**src/rtl/reg_file_mp_if.sv**
```systemverilog
// Bus bundle for reg_file_mp: clear control, write port and two read ports.
// The sequencer side uses the master modport, the register file the slave modport.
interface reg_file_mp_if #(
    parameter int unsigned DATA_W = 8,
    parameter int unsigned ADDR_W = 5
);
    logic              clr_req;
    logic              busy;
    logic              wr_addr_ld;
    logic [ADDR_W-1:0] wr_sel;
    logic              wr_en;
    logic              wr_auto_inc;
    logic [DATA_W-1:0] wr_data;
    logic [ADDR_W-1:0] wr_ptr;
    logic              rd_en_a;
    logic [ADDR_W-1:0] rd_addr_a;
    logic [DATA_W-1:0] rd_data_a;
    logic              rd_en_b;
    logic [ADDR_W-1:0] rd_addr_b;
    logic [DATA_W-1:0] rd_data_b;

    modport master (
        output clr_req, wr_addr_ld, wr_sel, wr_en, wr_auto_inc, wr_data,
        output rd_en_a, rd_addr_a, rd_en_b, rd_addr_b,
        input  busy, wr_ptr, rd_data_a, rd_data_b
    );

    modport slave (
        input  clr_req, wr_addr_ld, wr_sel, wr_en, wr_auto_inc, wr_data,
        input  rd_en_a, rd_addr_a, rd_en_b, rd_addr_b,
        output busy, wr_ptr, rd_data_a, rd_data_b
    );
endinterface

```
**src/rtl/reg_file_mp.sv**
```systemverilog
// Multi-port register file: one write port with a latched, optionally auto-incrementing
// write pointer, two registered read ports, and a clear sequencer that zeroes the array
// after reset or on request.
// Optional feature: define REGFILE_BYPASS_EN for write-first forwarding on a same-cycle
// read/write collision; otherwise collisions return the old content (read-first).
module reg_file_mp #(
    parameter int unsigned DATA_W = 8,
    parameter int unsigned ADDR_W = 5
) (
    input logic           clk,
    input logic           rst_n,
    reg_file_mp_if.slave  bus_io
);
    localparam int unsigned DEPTH = 2 ** ADDR_W;

    typedef enum logic [0:0] {StIdle, StClear} state_e;

    state_e            state_q, state_d;
    logic [ADDR_W-1:0] clr_idx_q, clr_idx_d;
    logic [ADDR_W-1:0] wr_ptr_q, wr_ptr_d;
    logic [DATA_W-1:0] rd_data_a_q, rd_data_a_d;
    logic [DATA_W-1:0] rd_data_b_q, rd_data_b_d;
    logic [DATA_W-1:0] mem_q [DEPTH];

    logic              idle;
    logic [ADDR_W-1:0] wr_eff;
    logic              mem_we;
    logic [ADDR_W-1:0] mem_waddr;
    logic [DATA_W-1:0] mem_wdata;

    assign idle   = (state_q == StIdle);
    assign wr_eff = bus_io.wr_addr_ld ? bus_io.wr_sel : wr_ptr_q;

    // Clear sequencer next state: one entry zeroed per cycle, DEPTH cycles in total.
    always_comb begin
        state_d   = state_q;
        clr_idx_d = clr_idx_q;
        case (state_q)
            StIdle: begin
                if (bus_io.clr_req) begin
                    state_d   = StClear;
                    clr_idx_d = '0;
                end
            end
            StClear: begin
                clr_idx_d = clr_idx_q + 1'b1;
                if (clr_idx_q == ADDR_W'(DEPTH - 1)) begin
                    state_d = StIdle;
                end
            end
            default: state_d = StIdle;
        endcase
    end

    // Array write source: the sequencer owns the write port while clearing.
    always_comb begin
        mem_we    = 1'b0;
        mem_waddr = wr_eff;
        mem_wdata = bus_io.wr_data;
        if (state_q == StClear) begin
            mem_we    = 1'b1;
            mem_waddr = clr_idx_q;
            mem_wdata = '0;
        end else if (bus_io.wr_en) begin
            mem_we = 1'b1;
        end
    end

    // Write pointer: auto-increment after a write wins over a plain load.
    always_comb begin
        wr_ptr_d = wr_ptr_q;
        if (idle) begin
            if (bus_io.wr_en && bus_io.wr_auto_inc) begin
                wr_ptr_d = wr_eff + 1'b1;
            end else if (bus_io.wr_addr_ld) begin
                wr_ptr_d = bus_io.wr_sel;
            end
        end
    end

    // Read ports: load 0 while clearing, otherwise array content (or forwarded write data).
    always_comb begin
        rd_data_a_d = rd_data_a_q;
        rd_data_b_d = rd_data_b_q;
        if (bus_io.rd_en_a) begin
            if (!idle) begin
                rd_data_a_d = '0;
            end else begin
                rd_data_a_d = mem_q[bus_io.rd_addr_a];
`ifdef REGFILE_BYPASS_EN
                if (bus_io.wr_en && (wr_eff == bus_io.rd_addr_a)) begin
                    rd_data_a_d = bus_io.wr_data;
                end
`endif
            end
        end
        if (bus_io.rd_en_b) begin
            if (!idle) begin
                rd_data_b_d = '0;
            end else begin
                rd_data_b_d = mem_q[bus_io.rd_addr_b];
`ifdef REGFILE_BYPASS_EN
                if (bus_io.wr_en && (wr_eff == bus_io.rd_addr_b)) begin
                    rd_data_b_d = bus_io.wr_data;
                end
`endif
            end
        end
    end

    // Control and output registers; reset restarts the clear at index 0.
    always_ff @(posedge clk) begin
        if (!rst_n) begin
            state_q     <= StClear;
            clr_idx_q   <= '0;
            wr_ptr_q    <= '0;
            rd_data_a_q <= '0;
            rd_data_b_q <= '0;
        end else begin
            state_q     <= state_d;
            clr_idx_q   <= clr_idx_d;
            wr_ptr_q    <= wr_ptr_d;
            rd_data_a_q <= rd_data_a_d;
            rd_data_b_q <= rd_data_b_d;
        end
    end

    // Storage array; no reset, the clear sequencer zeroes it instead.
    always_ff @(posedge clk) begin
        if (rst_n && mem_we) begin
            mem_q[mem_waddr] <= mem_wdata;
        end
    end

    assign bus_io.busy      = (state_q == StClear);
    assign bus_io.wr_ptr    = wr_ptr_q;
    assign bus_io.rd_data_a = rd_data_a_q;
    assign bus_io.rd_data_b = rd_data_b_q;
endmodule

```
**src/flat_wrapper.sv**
```systemverilog
// flat-port wrapper written by rule: the top's interface ports become plain ports
module reg_file_mp_flat 
#(
    parameter int unsigned DATA_W = 8,
    parameter int unsigned ADDR_W = 5
)
  (clk, rst_n, bus_io_clr_req, bus_io_wr_addr_ld, bus_io_wr_sel, bus_io_wr_en, bus_io_wr_auto_inc, bus_io_wr_data, bus_io_rd_en_a, bus_io_rd_addr_a, bus_io_rd_en_b, bus_io_rd_addr_b, bus_io_busy, bus_io_wr_ptr, bus_io_rd_data_a, bus_io_rd_data_b);
  reg_file_mp_if #(.DATA_W(DATA_W), .ADDR_W(ADDR_W)) bus_io_i ();
  input logic clk;
  input logic rst_n;
  input wire logic [$bits(bus_io_i.clr_req)-1:0] bus_io_clr_req;
  input wire logic [$bits(bus_io_i.wr_addr_ld)-1:0] bus_io_wr_addr_ld;
  input wire logic [$bits(bus_io_i.wr_sel)-1:0] bus_io_wr_sel;
  input wire logic [$bits(bus_io_i.wr_en)-1:0] bus_io_wr_en;
  input wire logic [$bits(bus_io_i.wr_auto_inc)-1:0] bus_io_wr_auto_inc;
  input wire logic [$bits(bus_io_i.wr_data)-1:0] bus_io_wr_data;
  input wire logic [$bits(bus_io_i.rd_en_a)-1:0] bus_io_rd_en_a;
  input wire logic [$bits(bus_io_i.rd_addr_a)-1:0] bus_io_rd_addr_a;
  input wire logic [$bits(bus_io_i.rd_en_b)-1:0] bus_io_rd_en_b;
  input wire logic [$bits(bus_io_i.rd_addr_b)-1:0] bus_io_rd_addr_b;
  output wire logic [$bits(bus_io_i.busy)-1:0] bus_io_busy;
  output wire logic [$bits(bus_io_i.wr_ptr)-1:0] bus_io_wr_ptr;
  output wire logic [$bits(bus_io_i.rd_data_a)-1:0] bus_io_rd_data_a;
  output wire logic [$bits(bus_io_i.rd_data_b)-1:0] bus_io_rd_data_b;
  assign bus_io_i.clr_req = bus_io_clr_req;
  assign bus_io_i.wr_addr_ld = bus_io_wr_addr_ld;
  assign bus_io_i.wr_sel = bus_io_wr_sel;
  assign bus_io_i.wr_en = bus_io_wr_en;
  assign bus_io_i.wr_auto_inc = bus_io_wr_auto_inc;
  assign bus_io_i.wr_data = bus_io_wr_data;
  assign bus_io_i.rd_en_a = bus_io_rd_en_a;
  assign bus_io_i.rd_addr_a = bus_io_rd_addr_a;
  assign bus_io_i.rd_en_b = bus_io_rd_en_b;
  assign bus_io_i.rd_addr_b = bus_io_rd_addr_b;
  assign bus_io_busy = bus_io_i.busy;
  assign bus_io_wr_ptr = bus_io_i.wr_ptr;
  assign bus_io_rd_data_a = bus_io_i.rd_data_a;
  assign bus_io_rd_data_b = bus_io_i.rd_data_b;
  reg_file_mp #(.DATA_W(DATA_W), .ADDR_W(ADDR_W)) u_core (.clk(clk), .rst_n(rst_n), .bus_io(bus_io_i));
endmodule
```
**config.mk**
```make
export PLATFORM = sky130hd
export DESIGN_NAME = reg_file_mp_flat
export DESIGN_NICKNAME = d
export VERILOG_FILES = /design/src/rtl/reg_file_mp_if.sv /design/src/rtl/reg_file_mp.sv /design/src/flat_wrapper.sv
export SDC_FILE = /design/constraint.sdc
export NUM_CORES = 1
export LEC_CHECK = 0
export ABC_AREA = 1
export CORE_MARGIN = 4
export CORE_UTILIZATION = 40
export CTS_BUF_LIST = sky130_fd_sc_hd__clkbuf_8
export CTS_CLUSTER_SIZE = 10
export DETAILED_ROUTE_END_ITERATION = 10
export PLACE_DENSITY_LB_ADDON = 0.12
export RECOVER_POWER = 25
export SYNTH_ARGS = -nofsm -noshare
export SYNTH_HDL_FRONTEND = slang
export SYNTH_SLANG_ARGS = --single-unit
```
**constraint.sdc**
```tcl
create_clock -name clk -period 2.4 [get_ports clk]
set_input_delay 0.48 -clock clk [delete_from_list [all_inputs] [get_ports clk]]
set_output_delay 0.48 -clock clk [all_outputs]
set_load 0.005 [all_outputs]
```
==> results.md, run 1 <==
- Status: finished, final reports clean
- R2r setup slk: about 0.27 ns
- Worst skew pair latency: around 0.60 ns
- Worst-path clk slew: about 0.06 ns
- Leak: approximately 6.9 nW
- Postcts setup bufs: 0
- Share of the synthesized area in the top cell type: 53.2%
- RSZ-0062 raised after global routing: false
- Syn. warnings: 0
- DRC Markers: 0
- Die Y: ~200 um
- Final Hold Vio Count: 0
- TritonCTS Buffers: between 40 and 50
- GRT Total Usage: approximately a quarter
- Final Instance Area: around 0.017 mm2
- CORE AREA: between 0.03 and 0.04 mm2
- Post-synth design cell area: ~0.014 mm2
- Die area: between 0.03 and 0.04 mm2
- Worst Hold Class: register to register
- Crit path from: bus_io_wr_addr_ld
- Vias: roughly 13000
- # resized after CTS: 0
- Yosys cell types: 29
- CP endpoint kind: register
- Ys async rst share: 0%
- Critical Path AT: between 2 and 3 ns
- CTS max path bufs: 3
- Post-synthesis register bit count: roughly 280
- Period utilisation layout: 95.8%
- Origin of the critical flop-to-flop path: u_core.bus_io.busy
- Largest net degree at the start of global routing: 70
- Syn_nets: roughly 1800
- Routed Antenna Nets: 0
- CP Max Fanout: 8
- P per Cell Area: 647 mW/mm2
- Die Span X: just under 200 um
- Row count: between 60 and 70
- WP data required: around 2.6 ns
- Max Cap Viol: 0
- Placed Area: around 0.016 mm2
- Slew @ Worst Pin: between 0.8 and 0.9 ns
- Layout cell share with drive strength beyond 1: between 10% and 20%
- Placed insts: ~2200
- Htree depth: 2
- CTS tree: built
- Final Slew Violations: 0
- Final critical-path setup slack: 0.101 ns
- CTS Root Cell: clkbuf_8
- Setup TNS: 0 ns
- Most used cell, CP: nor2_1
- Reg2reg end: u_core.mem_q[14][6]
- # diodes: 0
- Startpoint types: primary input
- Worst Setup EP: u_core.mem_q[14][6]
- Min Clock Period, post-route: about 2.3 ns
- Register area share after synthesis: a little under three fifths
- Slowest-stage cell, CP: nor2_1
- Synth-to-layout area growth: 16.9%
- # fillers: 3511
- GP Congestion: slightly below 1
- WL final: roughly 50000 um
- Max VDD drop: around 360 uV
- Post-CTS Hold Buffers: 0
- Worst path max stage delay: approximately 0.66 ns
- Post-Syn Instances: approximately 1700
- Worst rel slew slack: between 40% and 50%
- WS Path Type: primary input to register
- CP cell instances: clkdlybuf4s50_1 -> mux2i_1 -> nor2_1 -> a21oi_2 -> inv_2 -> nand3_1 -> nor2_1
- Number of flops mapped to enable cells by yosys: between 200 and 300
- Buffers on Ports: between 50 and 60
- Final core occ: 47.5%
- Initial antenna violation count: 0
- Syn_area_per_cell: 8.38 um2
- Initial Util: between 40% and 50%
- Final Net Count: about 1900
- Final count of negative-setup-slack endpoints: 0
- Synth area leader: edfxtp_1
- Worst slack at placement: -0.442 ns
- Via/cell ratio: roughly 5.5
- First-pass iteration count of the detailed router: 7
- Grt total ovfl: 0
- Number of global-route vias before repair: between 10000 and 15000
- Highest clock rate: 435 MHz
- Worst clock skew: around 0.021 ns
- IO Pins: between 50 and 60
- First-pass GRT wire length: ~73000 um
- Synth top area cells: edfxtp_1 53%, nand2_1 21%, nand3_1 13%, dfxtp_1 3.7%, buf_2 1.6%
- TritonCTS Sinks: between 200 and 300
- Drt wl/cell: 21.3 um
- Worst R2R Path Depth: 6
- Non-Filler Instances: roughly 2300
- Most used DFF post-synth: edfxtp_1
- Post-DP HPWL: ~33000 um
- Initial DRC Count: ~1400
## stage by stage
step | hold WS (ns) | power [W]
detailed placement | 0.460 | 0.00654
CTS | 0.470 | 0.0110
floorplan | 0.456 | 0.00612
finish | 0.467 | 0.0109
global placement | 0.454 | 0.00654
global route | 0.493 | 0.0113
## cell type report
class | instances | area (um2) | share of cell area [%]
Clock inverter | 39 | 307 | 1.82
Multi-Input combinational cell | 1295 | 5480 | 32.4
Inverter | 35 | 136 | 0.808
Tap cell | 461 | 577 | 3.42
Sequential cell | 283 | 8230 | 48.7
Timing Repair Buffer | 154 | 1490 | 8.81
Clock buffer | 49 | 674 | 3.99
## logic make-up after synthesis
kind of cell | after synthesis | share of synthesized area, %
flip-flops | 283 | 57.0
buffers and inverters | 146 | 5.27
adder cells (fa/ha/maj) | 3 | 0.260
XOR/XNOR | 1 | 0.0606
AND/OR/NAND/NOR | 1250 | 35.8
multiplexers | 1 | 0.0693
AO/OA/AOI/OAI | 40 | 1.57
## routing by layer
metal | global-route usage, % | share of wire, % | up-vias
li1 | - | - | 5947
met1 | 33.6 | 42 | 6110
met2 | 40.3 | 47 | 605
met3 | 4.90 | 8.0 | 86
met4 | 7.65 | 2.8 | 0
met5 | 0 | 0 | -
## state kept, by name (all words and copies together) (netlist names)
signal,cells
u_core.bus_io.wr_ptr,5
u_core.bus_io.rd_data_b,8
u_core.clr_idx_q,5
u_core.bus_io.busy,1
u_core.bus_io.rd_data_a,8
u_core.mem_q,256
## synth_stat cells, drive strengths merged, types with 3 or more instances
cell    instances
a21oi          25
buf            92
nand2         817
o21ai          10
inv            33
clkbuf         19
nand3         377
ha              3
nor2           53
edfxtp        256
dfxtp          27
## critical path: cells and delay by family
family,cells,cell delay (ns)
AND/OR/NAND/NOR,3,1.06
buffers and inverters,2,0.75
multiplexers,1,0.15
AO/OA/AOI/OAI,1,0.07
## worst min-delay path by stage
stage | startpoint | to | slack [ns] | cells past startpoint
6_report | u_core.bus_io.rd_data_b[3] | u_core.bus_io.rd_data_b[3] | 0.47 | 2
3_5_place_dp | u_core.bus_io.rd_data_b[6] | u_core.bus_io.rd_data_b[6] | 0.46 | 2
2_1_floorplan | u_core.clr_idx_q[4] | u_core.clr_idx_q[4] | 0.46 | 2
5_1_grt | u_core.bus_io.rd_data_b[3] | u_core.bus_io.rd_data_b[3] | 0.49 | 2
3_3_place_gp | u_core.bus_io.rd_data_a[3] | u_core.bus_io.rd_data_a[3] | 0.45 | 2
4_1_cts | u_core.bus_io.rd_data_b[6] | u_core.bus_io.rd_data_b[6] | 0.47 | 2
## placed cells by master (no fill, tap or decap), types with 2 or more instances in the layout
cell type	synthesis	routed
clkinv_1	2	16
inv_4	0	2
nor2_2	1	8
buf_12	0	18
inv_2	4	4
nand3_1	377	377
o21ai_0	7	7
edfxtp_1	256	256
bufinv_16	0	5
clkinv_2	0	10
clkbuf_8	0	49
nand2_1	817	817
buf_4	21	77
nand4_1	2	2
buf_2	46	3
clkdlybuf4s50_1	0	48
a21oi_1	24	24
clkbuf_4	0	6
inv_1	29	34
o21ai_2	3	3
nor2_1	52	45
ha_1	3	3
dfxtp_1	27	27
## where the power goes
| group | internal [W] | leakage (nW) | switching, W |
|---|---|---|---|
| logic | 0.000365 | 3.81 | 0.000748 |
| clock network | 0.00246 | 0.532 | 0.00200 |
| registers | 0.00533 | 2.60 | 0.0000178 |
Power figures use the tool's default switching activity.
==> inputs of run 2 (changes only) <==
- CORE_UTILIZATION: 40 -> 56
- SKIP_CTS_REPAIR_TIMING: not set -> 1
==> results.md, run 2 (same netlist as run 1, synthesis figures left out) <==
- Status: finished, final reports clean
- Post-DP HPWL: 28800 um (-12%)
- Slew @ Worst Pin: 1.28 ns (+0.416 ns)
- Most frequent cells in the layout: 817 x nand2_1, 377 x nand3_1, 256 x edfxtp_1, 69 x buf_4, 50 x clkbuf_8
- TritonCTS Buffers: 45 (-6.3%)
- Max Cap Viol: 0 (unchanged)
- Leak: 6.85 nW (-1.3%)
- Period utilisation layout: 94.0% (-1.8 points)
- Layout cell share with drive strength beyond 1: 9.21% (-1.0 points)
- Vias: 12795 (+0.37%)
- IO Pins: 53 (unchanged)
- Die Span X: 169 um (-15%)
- WS Path Type: primary input to register
- Grt total ovfl: 0 (unchanged)
- Initial Util: 57.2% (+17 points)
- GRT Total Usage: 30.9% (+6.2 points)
- Number of global-route vias before repair: 11887 (-2.0%)
- Critical Path AT: 2.44 ns (-0.07 ns)
- Worst-path clk slew: 0.06 ns (about the same)
- Final Net Count: 1835 (-0.86%)
- Row count: 58 (-16%)
- Worst rel slew slack: 14.7% (-28 points)
- Final Instance Area: 0.0165 mm2 (-2.3%)
- Worst path bufs/invs: 2 (unchanged)
- GP Congestion: 0.912 (-6.6%)
- Routed Antenna Nets: 0 (unchanged)
- Critical path's top delay family: simple AND/OR/NAND/NOR gates
- Htree depth: 2 (unchanged)
- Biggest register: u_core.mem_q
- CP endpoint kind: register
- CTS tree: built
- Synth-to-layout area growth: 14.2%
- TritonCTS Sinks: 283 (unchanged)
- First-pass iteration count of the detailed router: 6 (-1)
- CP Max Fanout: 8 (unchanged)
- Largest net degree at the start of global routing: 78 (+11%)
- Slowest-stage cell, CP: nor2_1
- Final Slew Violations: 0 (unchanged)
- DRC Markers: 0 (unchanged)
- CP cell instances: clkdlybuf4s50_1 -> mux2i_1 -> nor2_1 -> a21oi_2 -> nand2_1 -> inv_1 -> nand2_1 -> nor2_1
- Die Y: 169 um (-15%)
- Worst Hold Class: register to register
- WL final: 44400 um (-10%)
- Max VDD drop: 433 uV (+19%)
- Worst clock skew: 0.0158 ns (-0.00491 ns)
- P per Cell Area: 637 mW/mm2 (-1.5%)
- Placed Area: 0.0157 mm2 (-2.0%)
- Most common cell after layout, fill and taps aside: nand2_1
- Buffers on Ports: 52 (unchanged)
- First-pass GRT wire length: 67800 um (-7.7%)
- Max reg flops: 256 (unchanged)
- Hold slack: 0.466 ns (-0.00159 ns)
- Highest clock rate: 443 MHz (+2.0%)
- Drt wl/cell: 20.5 um (-3.9%)
- Initial DRC Count: 2060 (+44%)
- Worst skew pair latency: 0.55 ns (-0.05 ns)
- Worst path max stage delay: 0.61 ns (-0.05 ns)
- RSZ-0062 raised after global routing: false
- Startpoint types: primary input
- Initial antenna violation count: 1 (+1)
- Final count of negative-setup-slack endpoints: 0 (unchanged)
- WP data required: 2.58 ns (-0.03 ns)
- CTS Root Cell: clkbuf_8
- CORE AREA: 0.0253 mm2 (-29%)
- CTS max path bufs: 3 (unchanged)
- Via/cell ratio: 5.91 (+7.3%)
- Min Clock Period, post-route: 2.26 ns (-0.0440 ns)
- Final Hold Vio Count: 0 (unchanged)
- Die area: 0.0284 mm2 (-28%)
[run 2: changes by cell type in the layout (fill, tap and decap cells not counted), moves of 2 or more]
| cell | change |
|---|---|
| inv_4 | -2 |
| nor2_2 | -4 |
| buf_4 | -8 |
| nor2_1 | +4 |
| buf_12 | -2 |
| clkbuf_2 | +4 |
| inv_1 | +7 |
| clkinv_1 | -10 |
| bufinv_16 | -2 |
| clkbuf_4 | -6 |
[run 2: metal layers]
layer  up-vias  track usage, %  share of wire, %
met1      5876            43.3                39
met5         -               0             0.029
met4         2            13.7               4.5
li1       5917               -                 -
met2       858            46.5                45
met3       142            7.12                12
[run 2: power by group]
group	switching, W	internal [W]	leakage, nW
sequential	0.0000189	0.00533	2.60
combinational	0.000714	0.000345	3.73
clock	0.00186	0.00224	0.514
[run 2: area by class of cell]
cell class / count / area (um2)
sequential: 283 / 8230
antenna: 1 / 2.50
clock buffer: 50 / 688
multi-input combinational: 1295 / 5470
tap: 330 / 413
clock inverter: 31 / 213
timing repair buffer: 141 / 1360
fill: 2085 / 8750
inverter: 35 / 134
[run 2: path summary, 6_finish.rpt]
kind	start	endpoint	slack (ns)	cells after the start
worst max-delay path	bus_io_wr_addr_ld	u_core.mem_q[0][4]	0.14	8
worst max register to register	u_core.bus_io.busy	u_core.mem_q[0][4]	0.21	5
worst min-delay path	u_core.bus_io.rd_data_a[1]	u_core.bus_io.rd_data_a[1]	0.47	2
worst min register to register	u_core.bus_io.rd_data_a[1]	u_core.bus_io.rd_data_a[1]	0.47	2
[run 2: worst reg2reg max path, cell delays in order (launching register included)]
cell     delay [ns]
dfxtp_1        0.38
buf_12         0.22
nor2_1         0.07
nor2_1         0.23
nand3_1        0.26
nor2_1         0.67
[run 2: metrics by stage]
| step | util [%] | total power (W) | TNS, ns | instances | setup slack [ns] |
|---|---|---|---|---|---|
| 6_report | 65.3 | 0.0105 | 0 | 2166 | 0.145 |
| 5_1_grt | 65.3 | 0.0109 | 0 | 2165 | 0.0256 |
| 4_1_cts | 65.7 | 0.0105 | 0 | 2165 | 0.197 |
| 3_5_place_dp | 62.1 | 0.00648 | -48.50 | 2084 | -0.367 |
| 3_3_place_gp | 62.1 | 0.00648 | -42.12 | 2084 | -0.323 |
| 2_1_floorplan | - | 0.00612 | 0 | 1724 | 0.287 |
==> inputs of run 3 (changes only) <==
- HOLD_SLACK_MARGIN: not set -> 0.06
==> results of run 3 <==
Same layout as run 2: the final DEF is identical, and so are final timing and power.
